[src/rtl/htif_in_arbiter_if.sv]
// Handshake bundle between host source, backup deserializer and the DUT's HTIF input.
// slave is the arbiter's view; master is the view of whatever drives it.
interface htif_in_arbiter_if #(parameter int W = 16);
  logic         host_valid;
  logic         host_ready;
  logic [W-1:0] host_bits;
  logic         host_last;
  logic         bk_valid;
  logic [W-1:0] bk_bits;
  logic         out_valid;
  logic         out_ready;
  logic [W-1:0] out_bits;
  logic         out_src;

  modport slave (
    input  host_valid, host_bits, host_last, bk_valid, bk_bits, out_ready,
    output host_ready, out_valid, out_bits, out_src
  );

  modport master (
    output host_valid, host_bits, host_last, bk_valid, bk_bits, out_ready,
    input  host_ready, out_valid, out_bits, out_src
  );
endinterface

[src/rtl/htif_in_arbiter.sv]
// Packet-granular arbiter for the HTIF input channel: host packets vs. whole
// backup bursts buffered in an unstallable FIFO.
module htif_in_arbiter #(
  parameter  int W        = 16,
  parameter  int DEPTH    = 16,
  parameter  int BK_BEATS = 8,
  localparam int AW       = $clog2(DEPTH),
  localparam int LW       = AW + 1
) (
  input  logic              htif_clk,
  input  logic              reset,
  htif_in_arbiter_if.slave  io,
  output logic [LW-1:0]     bk_level,
  output logic              overflow
);
  localparam int CW = $clog2(BK_BEATS + 1);

  typedef enum logic [1:0] {IDLE, HOST, BK} state_e;

  state_e        state_q, state_d;
  logic          last_bk_q, last_bk_d;   // last grant went to backup
  logic [W-1:0]  mem_q [DEPTH];
  logic [AW-1:0] wr_ptr_q, wr_ptr_d, rd_ptr_q, rd_ptr_d;
  logic [LW-1:0] level_q, level_d;
  logic [LW-1:0] pend_q, pend_d;
  logic [CW-1:0] wcnt_q, wcnt_d, dcnt_q, dcnt_d;
  logic          ovf_q, ovf_d;

  logic full, rd_en, wr_en, burst_in, burst_out, pend, urgent;

  // FIFO and burst bookkeeping
  always_comb begin
    full      = (level_q == LW'(DEPTH));
    rd_en     = (state_q == BK) && io.out_ready;
    wr_en     = io.bk_valid && (!full || rd_en);
    burst_in  = wr_en && (wcnt_q == CW'(BK_BEATS - 1));
    burst_out = rd_en && (dcnt_q == CW'(BK_BEATS - 1));
    pend      = (pend_q != '0);
    urgent    = pend && (level_q > LW'(DEPTH - BK_BEATS));

    wr_ptr_d  = wr_ptr_q + AW'(wr_en);
    rd_ptr_d  = rd_ptr_q + AW'(rd_en);
    level_d   = level_q + LW'(wr_en) - LW'(rd_en);
    pend_d    = pend_q + LW'(burst_in) - LW'(burst_out);
    ovf_d     = ovf_q | (io.bk_valid && !wr_en);
    wcnt_d    = wr_en ? (burst_in  ? '0 : wcnt_q + CW'(1)) : wcnt_q;
    dcnt_d    = rd_en ? (burst_out ? '0 : dcnt_q + CW'(1)) : dcnt_q;
  end

  // Grant decision and output mux
  always_comb begin
    state_d       = state_q;
    last_bk_d     = last_bk_q;
    io.out_valid  = 1'b0;
    io.host_ready = 1'b0;
    io.out_bits   = '0;
    io.out_src    = 1'b0;
    case (state_q)
      IDLE: begin
        if (urgent || (pend && io.host_valid && !last_bk_q)) begin
          state_d   = BK;
          last_bk_d = 1'b1;
        end else if (io.host_valid) begin
          state_d   = HOST;
          last_bk_d = 1'b0;
        end else if (pend) begin
          state_d   = BK;
          last_bk_d = 1'b1;
        end
      end
      HOST: begin
        io.out_valid  = io.host_valid;
        io.out_bits   = io.host_bits;
        io.host_ready = io.out_ready;
        if (io.host_valid && io.out_ready && io.host_last) state_d = IDLE;
      end
      BK: begin
        io.out_valid = 1'b1;
        io.out_bits  = mem_q[rd_ptr_q];
        io.out_src   = 1'b1;
        if (burst_out) state_d = IDLE;
      end
      default: state_d = IDLE;
    endcase
  end

  always_ff @(posedge htif_clk) begin
    if (reset) begin
      state_q   <= IDLE;
      last_bk_q <= 1'b1;
      wr_ptr_q  <= '0;
      rd_ptr_q  <= '0;
      level_q   <= '0;
      pend_q    <= '0;
      wcnt_q    <= '0;
      dcnt_q    <= '0;
      ovf_q     <= 1'b0;
    end else begin
      state_q   <= state_d;
      last_bk_q <= last_bk_d;
      wr_ptr_q  <= wr_ptr_d;
      rd_ptr_q  <= rd_ptr_d;
      level_q   <= level_d;
      pend_q    <= pend_d;
      wcnt_q    <= wcnt_d;
      dcnt_q    <= dcnt_d;
      ovf_q     <= ovf_d;
    end
  end

  // Storage needs no reset: the cleared pointers make stale entries unreachable.
  always_ff @(posedge htif_clk) begin
    if (wr_en && !reset) mem_q[wr_ptr_q] <= io.bk_bits;
  end

  assign bk_level = level_q;
  assign overflow = ovf_q;
endmodule
[src/flat_wrapper.sv]
// flat-port wrapper written by rule: the top's interface ports become plain ports
module htif_in_arbiter_flat 
#(
  parameter  int W        = 16,
  parameter  int DEPTH    = 16,
  parameter  int BK_BEATS = 8,
  localparam int AW       = $clog2(DEPTH),
  localparam int LW       = AW + 1
)
  (htif_clk, reset, bk_level, overflow, io_host_valid, io_host_bits, io_host_last, io_bk_valid, io_bk_bits, io_out_ready, io_host_ready, io_out_valid, io_out_bits, io_out_src);
  htif_in_arbiter_if #(.W(W)) io_i ();
  input  logic htif_clk;
  input  logic reset;
  output logic [LW-1:0] bk_level;
  output logic overflow;
  input wire logic [$bits(io_i.host_valid)-1:0] io_host_valid;
  input wire logic [$bits(io_i.host_bits)-1:0] io_host_bits;
  input wire logic [$bits(io_i.host_last)-1:0] io_host_last;
  input wire logic [$bits(io_i.bk_valid)-1:0] io_bk_valid;
  input wire logic [$bits(io_i.bk_bits)-1:0] io_bk_bits;
  input wire logic [$bits(io_i.out_ready)-1:0] io_out_ready;
  output wire logic [$bits(io_i.host_ready)-1:0] io_host_ready;
  output wire logic [$bits(io_i.out_valid)-1:0] io_out_valid;
  output wire logic [$bits(io_i.out_bits)-1:0] io_out_bits;
  output wire logic [$bits(io_i.out_src)-1:0] io_out_src;
  assign io_i.host_valid = io_host_valid;
  assign io_i.host_bits = io_host_bits;
  assign io_i.host_last = io_host_last;
  assign io_i.bk_valid = io_bk_valid;
  assign io_i.bk_bits = io_bk_bits;
  assign io_i.out_ready = io_out_ready;
  assign io_host_ready = io_i.host_ready;
  assign io_out_valid = io_i.out_valid;
  assign io_out_bits = io_i.out_bits;
  assign io_out_src = io_i.out_src;
  htif_in_arbiter #(.W(W), .DEPTH(DEPTH), .BK_BEATS(BK_BEATS)) u_core (.htif_clk(htif_clk), .reset(reset), .io(io_i), .bk_level(bk_level), .overflow(overflow));
endmodule
[config.mk]
export PLATFORM = sky130hd
export DESIGN_NAME = htif_in_arbiter_flat
export DESIGN_NICKNAME = d
export VERILOG_FILES = /design/src/rtl/htif_in_arbiter_if.sv /design/src/rtl/htif_in_arbiter.sv /design/src/flat_wrapper.sv
export SDC_FILE = /design/constraint.sdc
export NUM_CORES = 1
export LEC_CHECK = 0
export BUFFER_PORTS_ARGS = -buffer_cell sky130_fd_sc_hd__buf_4
export CORE_MARGIN = 2
export CORE_UTILIZATION = 63
export CTS_BUF_LIST = sky130_fd_sc_hd__clkbuf_4 sky130_fd_sc_hd__clkbuf_8
export DETAILED_ROUTE_END_ITERATION = 16
export HOLD_SLACK_MARGIN = 0.15
export PLACE_DENSITY = 0.89
export SYNTH_ARGS = -nofsm -noshare
export SYNTH_HDL_FRONTEND = slang
export SYNTH_SLANG_ARGS = --single-unit
export TNS_END_PERCENT = 10
[constraint.sdc]
create_clock -name htif_clk -period 3.48 [get_ports htif_clk]
set_input_delay 0.522 -clock htif_clk [delete_from_list [all_inputs] [get_ports htif_clk]]
set_output_delay 0.522 -clock htif_clk [all_outputs]
set_load 0.02 [all_outputs]
==> results_dict.tcl, run 1 <==
set metrics [dict create \
    synthCells 671 \
    clockPowerShare_pct 38.1 \
    ys_warn_count 0 \
    powerDensity_mw_per_mm2 532 \
    worst_slack_ns 0.209 \
    antenna_left 0 \
    switchingPower_mw 1.58 \
    max_slew_margin_pct 44.8 \
    crit_path_frequent_cell "buf_4" \
    fillers 972 \
    slew_viol_final 0 \
    dpl.hpwl_mm 17.2 \
    max_stage_delay_ns 0.47 \
    clk_pin_slew_ns 0.06 \
    hold_viol_final 0 \
    clock_skew_ns 0.0266 \
    period_minus_slack_ns 3.27 \
    hp-class "input pin to register" \
    grt_pass1_vias 7120 \
    drc 0 \
    design_area_sq_mm 0.0134 \
    rsz0062_at_grt "false" \
    crit_chain "buf_4 -> and2_1 -> buf_4 -> a22oi_1 -> a32oi_1 -> o21ai_0 -> buf_4" \
    synth.distinct_cells 50 \
    cts_sinks 286 \
    layout_common_cells "edfxtp_1 (256), buf_4 (93), mux2i_1 (81)" \
    use_met2_pct 46.3 \
    ys_seq_area_share_pct 71.3 \
    place_area_sq_mm 0.0125 \
    ys_ff_latch 286 \
    pre_cts_ws_ns 0.722 \
    critPathTopFamily "buffers and inverters" \
    cts_max_level 2 \
    ios 63 \
    fin_crit_sh_pct 94.0 \
    die_w_um 140 \
    drive_above_1_share_pct 25.7 \
    drt_iter0_markers 897 \
    netSwitchingFraction_pct 22.2 \
    wl_mm 27.6 \
    routabilityCongestion 0.835 \
    placementRows 49 \
    cts_buffer_depth 3 \
    die-height_um 140 \
    fin_util_pct 74.2 \
    grt_max_degree 37 \
    use_met3_pct 9.33 \
    cts_setup_buffers 0 \
    worst_pin_slew_ns 0.816 \
    seqPwrFrac_pct 54.6 \
    cpMaxStageDelayCell "and2_1" \
    cp-end-kind "primary output" \
    postSynthNetCount 734 \
    final_common_cell "edfxtp_1" \
    hold_buffers 0 \
    grt_overflow 0 \
    cap_violations 0 \
    initial_utilization_pct 64.5 \
    areaGrowthSynthToFinish_pct 15.1 \
    nNetsFinal 841 \
    seq_area_sq_mm 0.00829 \
    grt_busiest_layer "met2" \
    cts_tree "built" \
    cts_resized 0 \
    multi_input_area_sq_mm 0.00310 \
    tns_ns 0 \
    grt_usage_pct 28.6 \
    worstPathMaxFanout 12 \
    combPwrFrac_pct 7.3 \
    met1_usage_pct 35.7 \
    worst-setup-path-type "register to primary output" \
    cts-root-buf "clkbuf_8" \
    die_area_sq_mm 0.0196 \
    routed_via_density 6.58 \
    p_leak_nw 4.39 \
    cp.arrival_ns 2.75 \
    antenna_found_initial 4 \
    outcome "complete, no violations" \
    required_ns 2.96 \
    peakVddDrop_v 0.000295 \
    setup_viol 0 \
    vias 6825 \
    grt_pass1_wl_mm 41.2 \
    cp_num_buf_inv 3 \
    syn_area_sq_mm 0.0116 \
    critPathLaunchType "register" \
    io_buffers 62 \
    finalPower_mw 7.11 \
    syn_area_per_cell_sq_um 17.3 \
    insertion_delay_ns 0.55 \
    dr.pass1.iters 5 \
    fmax_mhz 306 \
    coreArea_sq_mm 0.0180 \
    p_int_mw 5.53 \
    wl_per_cell_um 26.6 \
    cts_buffers 42 \
]
worst paths after layout:
path,start,endpoint,slack [ns],cells after the start
hold / removal,io_bk_valid,u_core.overflow,0.27,3
setup reg to reg,u_core.state_q[0],u_core.mem_q[3][13],0.67,9
setup / recovery,u_core.rd_ptr_q[3],io_out_bits[1],0.21,7
hold reg to reg,u_core.overflow,u_core.overflow,0.48,2
metal layers:
metal / vias to the layer above / part of all wire, %
li1: 2878 / -
met1: 3354 / 35
met2: 480 / 50
met3: 109 / 11
met4: 4 / 4.3
met5: - / 0.080
flip-flops by register name (all words and copies together), names as in the netlist:
register          count
u_core.mem_q        256
u_core.overflow       1
u_core.state_q        2
u_core.pend_q         5
u_core.wcnt_q         4
u_core.rd_ptr_q       4
u_core.last_bk_q      1
u_core.dcnt_q         4
u_core.bk_level       5
u_core.wr_ptr_q       4
synthesized netlist by cell type, drive strengths merged:
cell type / n / area (sq um)
xor2: 6 / 52.6
nand4: 1 / 6.26
o211ai: 1 / 7.51
a22o: 1 / 8.76
o21ai: 21 / 105
nor3: 8 / 45.0
a32oi: 16 / 140
buf: 22 / 133
o311ai: 1 / 8.76
mux2i: 81 / 811
edfxtp: 256 / 7690
o31ai: 2 / 20.0
nor2: 29 / 109
clkbuf: 12 / 46.3
nand4bb: 1 / 11.3
a22oi: 32 / 240
nor3b: 2 / 15.0
fa: 2 / 40.0
xnor2: 5 / 43.8
nor4b: 2 / 17.5
nand3: 6 / 30.0
a2111o: 1 / 11.3
o21bai: 3 / 22.5
dfxtp: 30 / 601
inv: 19 / 71.3
a21oi: 11 / 55.1
nand2b: 2 / 12.5
nand4b: 1 / 8.76
nor2b: 13 / 81.3
or4b: 2 / 23.8
or2: 2 / 12.5
or3: 2 / 12.5
clkinv: 1 / 8.76
ha: 23 / 288
and2: 3 / 18.8
o21a: 1 / 7.51
a21o: 3 / 22.5
mux4: 32 / 721
or4: 2 / 18.8
nand2: 12 / 47.6
and3: 1 / 6.26
worst reg2reg max path: cells and delay by family, from the launching register on:
family,cells,cell delay (ns)
buffers and inverters,4,0.63
adder cells (fa/ha/maj),1,0.31
flip-flops,1,0.32
AND/OR/NAND/NOR,3,1.18
AO/OA/AOI/OAI,1,0.08
metrics by stage:
stage,std cells,hold WS [ns]
after global placement,963,0.453
after detailed placement,963,0.460
after CTS,1037,0.241
after global routing,1037,0.260
after floorplan,671,0.454
final,1038,0.270
layout make-up:
class	count	share of cell area (%)
diodes	1	0.0187
clock buffers	54	5.04
clock inverters	20	1.28
inverters	20	0.598
multi-input cells	331	23.1
flip-flops and latches	286	62.0
well taps	229	2.14
repair buffers	97	5.82
power groups by stage:
stage	logic, mW	clock network [mW]	registers (mW)
floorplan	0.284	0	3.96
global placement	0.479	0	3.94
detailed placement	0.513	0	3.95
CTS	0.519	2.74	3.88
global route	0.568	2.89	3.89
finish	0.519	2.71	3.88
cells by family after synthesis:
group / Yosys count / share of synthesized area [%]
XOR/XNOR: 11 / 0.828
flip-flops: 286 / 71.3
adder cells (fa/ha/maj): 25 / 2.82
multiplexers: 113 / 13.2
AND/OR/NAND/NOR: 89 / 4.10
buffers and inverters: 54 / 2.23
AO/OA/AOI/OAI: 93 / 5.58
No activity file was read; power rests on OpenSTA's default activity.
==> run 2, diff against run 1 <==
ABC_AREA = 1   (was unset)
CORE_UTILIZATION = 64   (was 63)
PLACE_DENSITY = 0.9   (was 0.89)
==> results_dict.tcl, run 2 <==
set metrics [dict create \
    areaGrowthSynthToFinish_pct 12.4 \
    dr.pass1.iters 6 \
    grt_max_degree 130 \
    outcome "complete, no violations" \
    routabilityCongestion 0.801 \
    critPathLaunchType "register" \
    drive_above_1_share_pct 12.2 \
    placementRows 51 \
    fmax_mhz 303 \
    grt_pass1_vias 9953 \
    crit_chain "clkinv_1 -> buf_4 -> nand3_1 -> nand3_1 -> nand2_1 -> nand2_1 -> a21oi_1 -> buf_4" \
    seqPwrFrac_pct 52.7 \
    critPathTopFamily "buffers and inverters" \
    required_ns 2.96 \
    r2r_start "u_core.state_q[0]" \
    worst_pin_slew_ns 0.876 \
    cp.arrival_ns 2.77 \
    hold_path_startpoint "io_bk_bits[2]" \
    synth.distinct_cells 27 \
    cts_buffer_depth 3 \
    slew_viol_final 0 \
    syn_area_sq_mm 0.0129 \
    hp-class "input pin to register" \
    cp_num_buf_inv 3 \
    layout_common_cells "nand2_1 (394), edfxtp_1 (256), inv_1 (240)" \
    period_minus_slack_ns 3.30 \
    routed_via_density 5.90 \
    cts_buffers 42 \
    whs_path_depth 1 \
    yosysMostFrequentCell "nand2_1" \
    largest_register_ffs 256 \
    r2r_setup_slack_ns 0.74 \
    cts-root-buf "clkbuf_8" \
    combPwrFrac_pct 10.6 \
    reg2reg_depth 14 \
    worst-setup-path-type "register to primary output" \
    die_area_sq_mm 0.0212 \
    final_common_cell "nand2_1" \
    tns_ns 0 \
    worstPathMaxFanout 19 \
    max_slew_margin_pct 41.5 \
    finalPower_mw 7.36 \
    synthCells 1320 \
    r2r-end "u_core.pend_q[4]" \
    p_leak_nw 6.24 \
    async_flop_share_pct 0 \
    postSynthNetCount 1383 \
    drc 0 \
    vias 9940 \
    die-height_um 146 \
    netSwitchingFraction_pct 24.8 \
    synth_top_area_share_pct 59.8 \
    cts_sinks 286 \
    nNetsFinal 1455 \
    clockPowerShare_pct 36.7 \
    regMostFlops "u_core.mem_q" \
    ys.flop_type "edfxtp_1" \
    cap_violations 0 \
    cp.depth 8 \
    synth_edf_count 256 \
    clock_skew_ns 0.0139 \
    grt_overflow 0 \
    ios 63 \
    drt_iter0_markers 1518 \
    min_to "u_core.mem_q[4][2]" \
    ys_seq_area_share_pct 64.4 \
    peakVddDrop_v 0.000299 \
    max_stage_delay_ns 0.50 \
    ys_warn_count 0 \
    yosys.area.top_type "edfxtp_1" \
    fillers 1125 \
    cp-end-kind "primary output" \
    setup_viol 0 \
    die_w_um 146 \
    cts_max_level 2 \
    coreArea_sq_mm 0.0196 \
    cpMaxStageDelayCell "clkinv_1" \
    antennaDiodeCount 0 \
    antenna_left 0 \
    wl_per_cell_um 20.3 \
    insertion_delay_ns 0.55 \
    initial_utilization_pct 65.7 \
    hold_buffers 0 \
    hold_viol_final 0 \
    syn_area_per_cell_sq_um 9.75 \
    grt_pass1_wl_mm 52.8 \
    cts_tree "built" \
    dpl.hpwl_mm 18.8 \
    io_buffers 62 \
    cts_setup_buffers 0 \
    rsz0062_at_grt "false" \
    synthTopCellsByCount "nand2_1 (394), edfxtp_1 (256), inv_1 (240)" \
    powerDensity_mw_per_mm2 509 \
    fin_crit_sh_pct 94.7 \
    grt_usage_pct 32.3 \
    ys_ff_latch 286 \
    switchingPower_mw 1.82 \
    wl_mm 34.1 \
    clk_pin_slew_ns 0.07 \
    synthTopCellsByArea "edfxtp_1 (60%), nand2_1 (11%), nand3_1 (8.0%)" \
    antenna_found_initial 0 \
    p_int_mw 5.54 \
]
-- run 2: changes by cell type in the layout (fill, tap and decap cells not counted), moves of 6 or more --
cell / delta
buf_4: -10
a22oi_1: -32
inv_1: +221
nand2_1: +383
o21ai_0: -7
nor2_2: +17
nand3_1: +200
nor2_1: -6
mux2i_1: -81
nor2b_1: -13
mux4_2: -32
a21oi_1: +24
a32oi_1: -16
-- run 2: worst reg2reg max path, stage by stage, from the launching register on --
cell and delay (ns):
dfxtp_1 0.36, inv_1 0.08, ha_1 0.22, nand2_2 0.13, inv_2 0.08, nand4_1 0.13, inv_1 0.08, ha_1 0.28
inv_1 0.06, ha_1 0.17, inv_1 0.07, fa_1 0.43, o31ai_1 0.34, o21ai_0 0.12, a21oi_1 0.14
-- run 2: cell families (layout without fill, tap and decap cells) --
group                      after synthesis  in the layout  synth area share, %
AOI/OAI and AO/OA                       52             52                 2.07
xor gates and xnor gates                 6              6                0.409
and+or+nand+nor                        647            647                 21.0
DFF                                    286            286                 64.4
buffers and inverters                  304            404                 9.50
adders and majority gates               25             25                 2.55
-- run 2: layout make-up --
class / instances / area [sq um] / area share [%]
tap: 265 / 332 / 2.29
clock buffer: 57 / 709 / 4.91
multi-input combinational: 730 / 3390 / 23.5
sequential: 286 / 8290 / 57.4
clock inverter: 15 / 114 / 0.788
inverter: 245 / 921 / 6.37
timing repair buffer: 87 / 694 / 4.80
-- run 2: through the flow --
| stage | utilization [%] | setup WS (ns) | std cells | instance area [sq um] | hold WS, ns |
|---|---|---|---|---|---|
| after floorplan | - | 0.881 | 1320 | 12900 | 0.433 |
| after global placement | 69.6 | 0.916 | 1613 | 13600 | 0.451 |
| after detailed placement | 69.6 | 0.792 | 1613 | 13600 | 0.469 |
| after CTS | 73.8 | 0.150 | 1685 | 14500 | 0.269 |
| after global routing | 73.8 | 0.101 | 1685 | 14500 | 0.292 |
| final | 73.8 | 0.184 | 1685 | 14500 | 0.291 |
-- run 2: power groups by stage --
stage / logic [mW] / clock network [mW] / registers, mW
after floorplan: 0.434 / 0 / 3.97
after global placement: 0.703 / 0 / 3.94
final: 0.782 / 2.70 / 3.88
after CTS: 0.765 / 2.70 / 3.88
after global routing: 0.856 / 2.85 / 3.88
after detailed placement: 0.745 / 0 / 3.95
-- run 2: timing repair --
| item | in CTS | in global routing |
|---|---|---|
| endpoints found under the hold margin | 0 | 0 |
| resized for setup | 0 | 1 |
| endpoints found under the setup margin | 0 | 1 |
-- run 2: how the worst max path moves through the flow --
stage / startpoint / end / slack (ns)
after floorplan: u_core.state_q[0] / u_core.pend_q[4] / 0.88
final: u_core.rd_ptr_q[3] / io_out_bits[2] / 0.18
after CTS: u_core.rd_ptr_q[0] / io_out_bits[1] / 0.15
after global routing: u_core.rd_ptr_q[3] / io_out_bits[2] / 0.10
after global placement: io_out_ready / u_core.pend_q[4] / 0.92
after detailed placement: u_core.state_q[0] / u_core.pend_q[4] / 0.79
-- run 2: layer usage --
metal,share of wire (%),up-vias,routed length [um],GRT usage (%)
li1,-,4384,-,-
met1,33,4540,11400,40.4
met2,49,844,16600,53.5
met3,13,172,4410,6.96
met4,4.9,0,1690,16.6
met5,0,-,0,0
==> run 3, diff against run 2 <==
clock period = 3.35 ns   (was 3.48 ns; I/O delays follow)
==> results_dict.tcl, run 3 (same netlist as run 2, synthesis figures left out) <==
set metrics [dict create \
    setup_viol 0 \
    place_area_sq_mm 0.0137 \
    cts_buffers 44 \
    required_ns 2.85 \
    routed_via_density 5.75 \
    grt_max_degree 130 \
    rsz0062_at_grt "false" \
    drive_above_1_share_pct 12.7 \
    hold_viol_final 0 \
    cp.arrival_ns 2.62 \
    areaGrowthSynthToFinish_pct 13.2 \
    antenna_found_initial 1 \
    outcome "complete, no violations" \
    placementRows 51 \
    dr.pass1.iters 6 \
    cts_buffer_depth 3 \
    wl_per_cell_um 19.3 \
    coreArea_sq_mm 0.0196 \
    hp-class "input pin to register" \
    worstPathMaxFanout 25 \
    nNetsFinal 1460 \
    initial_utilization_pct 65.7 \
    period_minus_slack_ns 3.12 \
    regMostFlops "u_core.mem_q" \
    clock_skew_ns 0.0263 \
    die_area_sq_mm 0.0212 \
    worst-setup-path-type "register to primary output" \
    drt_iter0_markers 1315 \
    critPathLaunchType "register" \
    ios 63 \
    final_common_cell "nand2_1" \
    grt_pass1_wl_mm 50.5 \
    worst_slack_ns 0.227 \
    die_w_um 146 \
    wl_mm 32.7 \
    grt_usage_pct 30.7 \
    antenna_left 0 \
    instances_no_fill 1695 \
    drc 0 \
    tns_ns 0 \
    largest_register_ffs 256 \
    fillers 1181 \
    cts_tree "built" \
    cts_max_level 2 \
    vias 9742 \
    dp_cells 1616 \
    dpl.hpwl_mm 19.1 \
    routabilityCongestion 0.813 \
    peakVddDrop_v 0.000289 \
    slew_viol_final 0 \
    cap_violations 0 \
    p_leak_nw 6.28 \
    layout_common_cells "nand2_1 (394), edfxtp_1 (256), inv_1 (240)" \
    io_buffers 62 \
    max_slew_margin_pct 44.1 \
    powerDensity_mw_per_mm2 527 \
    cts_setup_buffers 0 \
    cts-root-buf "clkbuf_8" \
    die-height_um 146 \
    clk_pin_slew_ns 0.07 \
    pre_cts_ws_ns 0.706 \
    cts_sinks 286 \
    design_area_sq_mm 0.0146 \
    insertion_delay_ns 0.56 \
    grt_overflow 0 \
    worst_pin_slew_ns 0.838 \
    cp-end-kind "primary output" \
    fin_crit_sh_pct 93.2 \
    grt_pass1_vias 9626 \
    fmax_mhz 320 \
]
run 3: changes by cell type in the layout (fill, tap and decap cells not counted):
cell        previous run  this run
clkbuf_8              45        50
bufinv_16              2         0
clkbuf_4              12        16
clkinv_2               5         2
buf_12                 3         6
clkinvlp_4             0         2
diode_2                0         1
run 3: where the power goes:
| part | leakage [nW] | internal (mW) | switching [mW] |
|---|---|---|---|
| registers | 2.55 | 3.98 | 0.0517 |
| logic | 3.27 | 0.253 | 0.527 |
| clock network | 0.451 | 1.54 | 1.32 |
| total | 6.28 | 5.77 | 1.90 |
run 3: metal layers:
layer  vias up  share of wire [%]  GRT usage (%)
li1       4395                  -              -
met1      4469                 34           37.6
met2       724                 48           50.3
met3       154                 13           7.81
met4         0                4.9           16.6
met5         -                  0              0
run 3: repair_timing:
item | in CTS | in global routing
hold buffers | 0 | 0
resized for setup | 0 | 1
endpoints found under the setup margin | 0 | 2
run 3: worst max-delay path, stage by stage, from the launching register on:
cell	delay (ns)
dfxtp_2	0.71
inv_2	0.21
buf_4	0.27
nand3_1	0.11
nand3_1	0.09
nand3_1	0.14
nand2_1	0.17
nand2_1	0.11
a21oi_1	0.06
buf_4	0.17
run 3: path summary, 6_finish.rpt:
check                                         from             endpoint  slack [ns]  cells past startpoint
worst max-delay path            u_core.rd_ptr_q[1]       io_out_bits[8]        0.23                      9
worst min-delay path                 io_bk_bits[3]  u_core.mem_q[15][3]        0.24                      1
worst max register to register   u_core.state_q[0]     u_core.pend_q[4]        0.66                     14
worst min register to register     u_core.overflow      u_core.overflow        0.48                      2
run 3: area by class of cell:
type	instances	area (sq um)	share of cell area, %
multi-input combinational	730	3390	23.3
antenna	1	2.50	0.0172
sequential	286	8290	57.0
tap	265	332	2.28
clock buffer	66	808	5.55
clock inverter	12	53.8	0.370
timing repair buffer	90	754	5.18
inverter	245	921	6.33
run 3: per-stage QoR:
| step | hold WS (ns) | power [mW] | util [%] |
|---|---|---|---|
| 3_3_place_gp | 0.448 | 4.82 | 69.9 |
| 3_5_place_dp | 0.456 | 4.87 | 69.9 |
| 4_1_cts | 0.230 | 7.65 | 74.3 |
| 2_1_floorplan | 0.433 | 4.57 | - |
| 5_1_grt | 0.248 | 7.89 | 74.3 |
| 6_report | 0.245 | 7.67 | 74.3 |
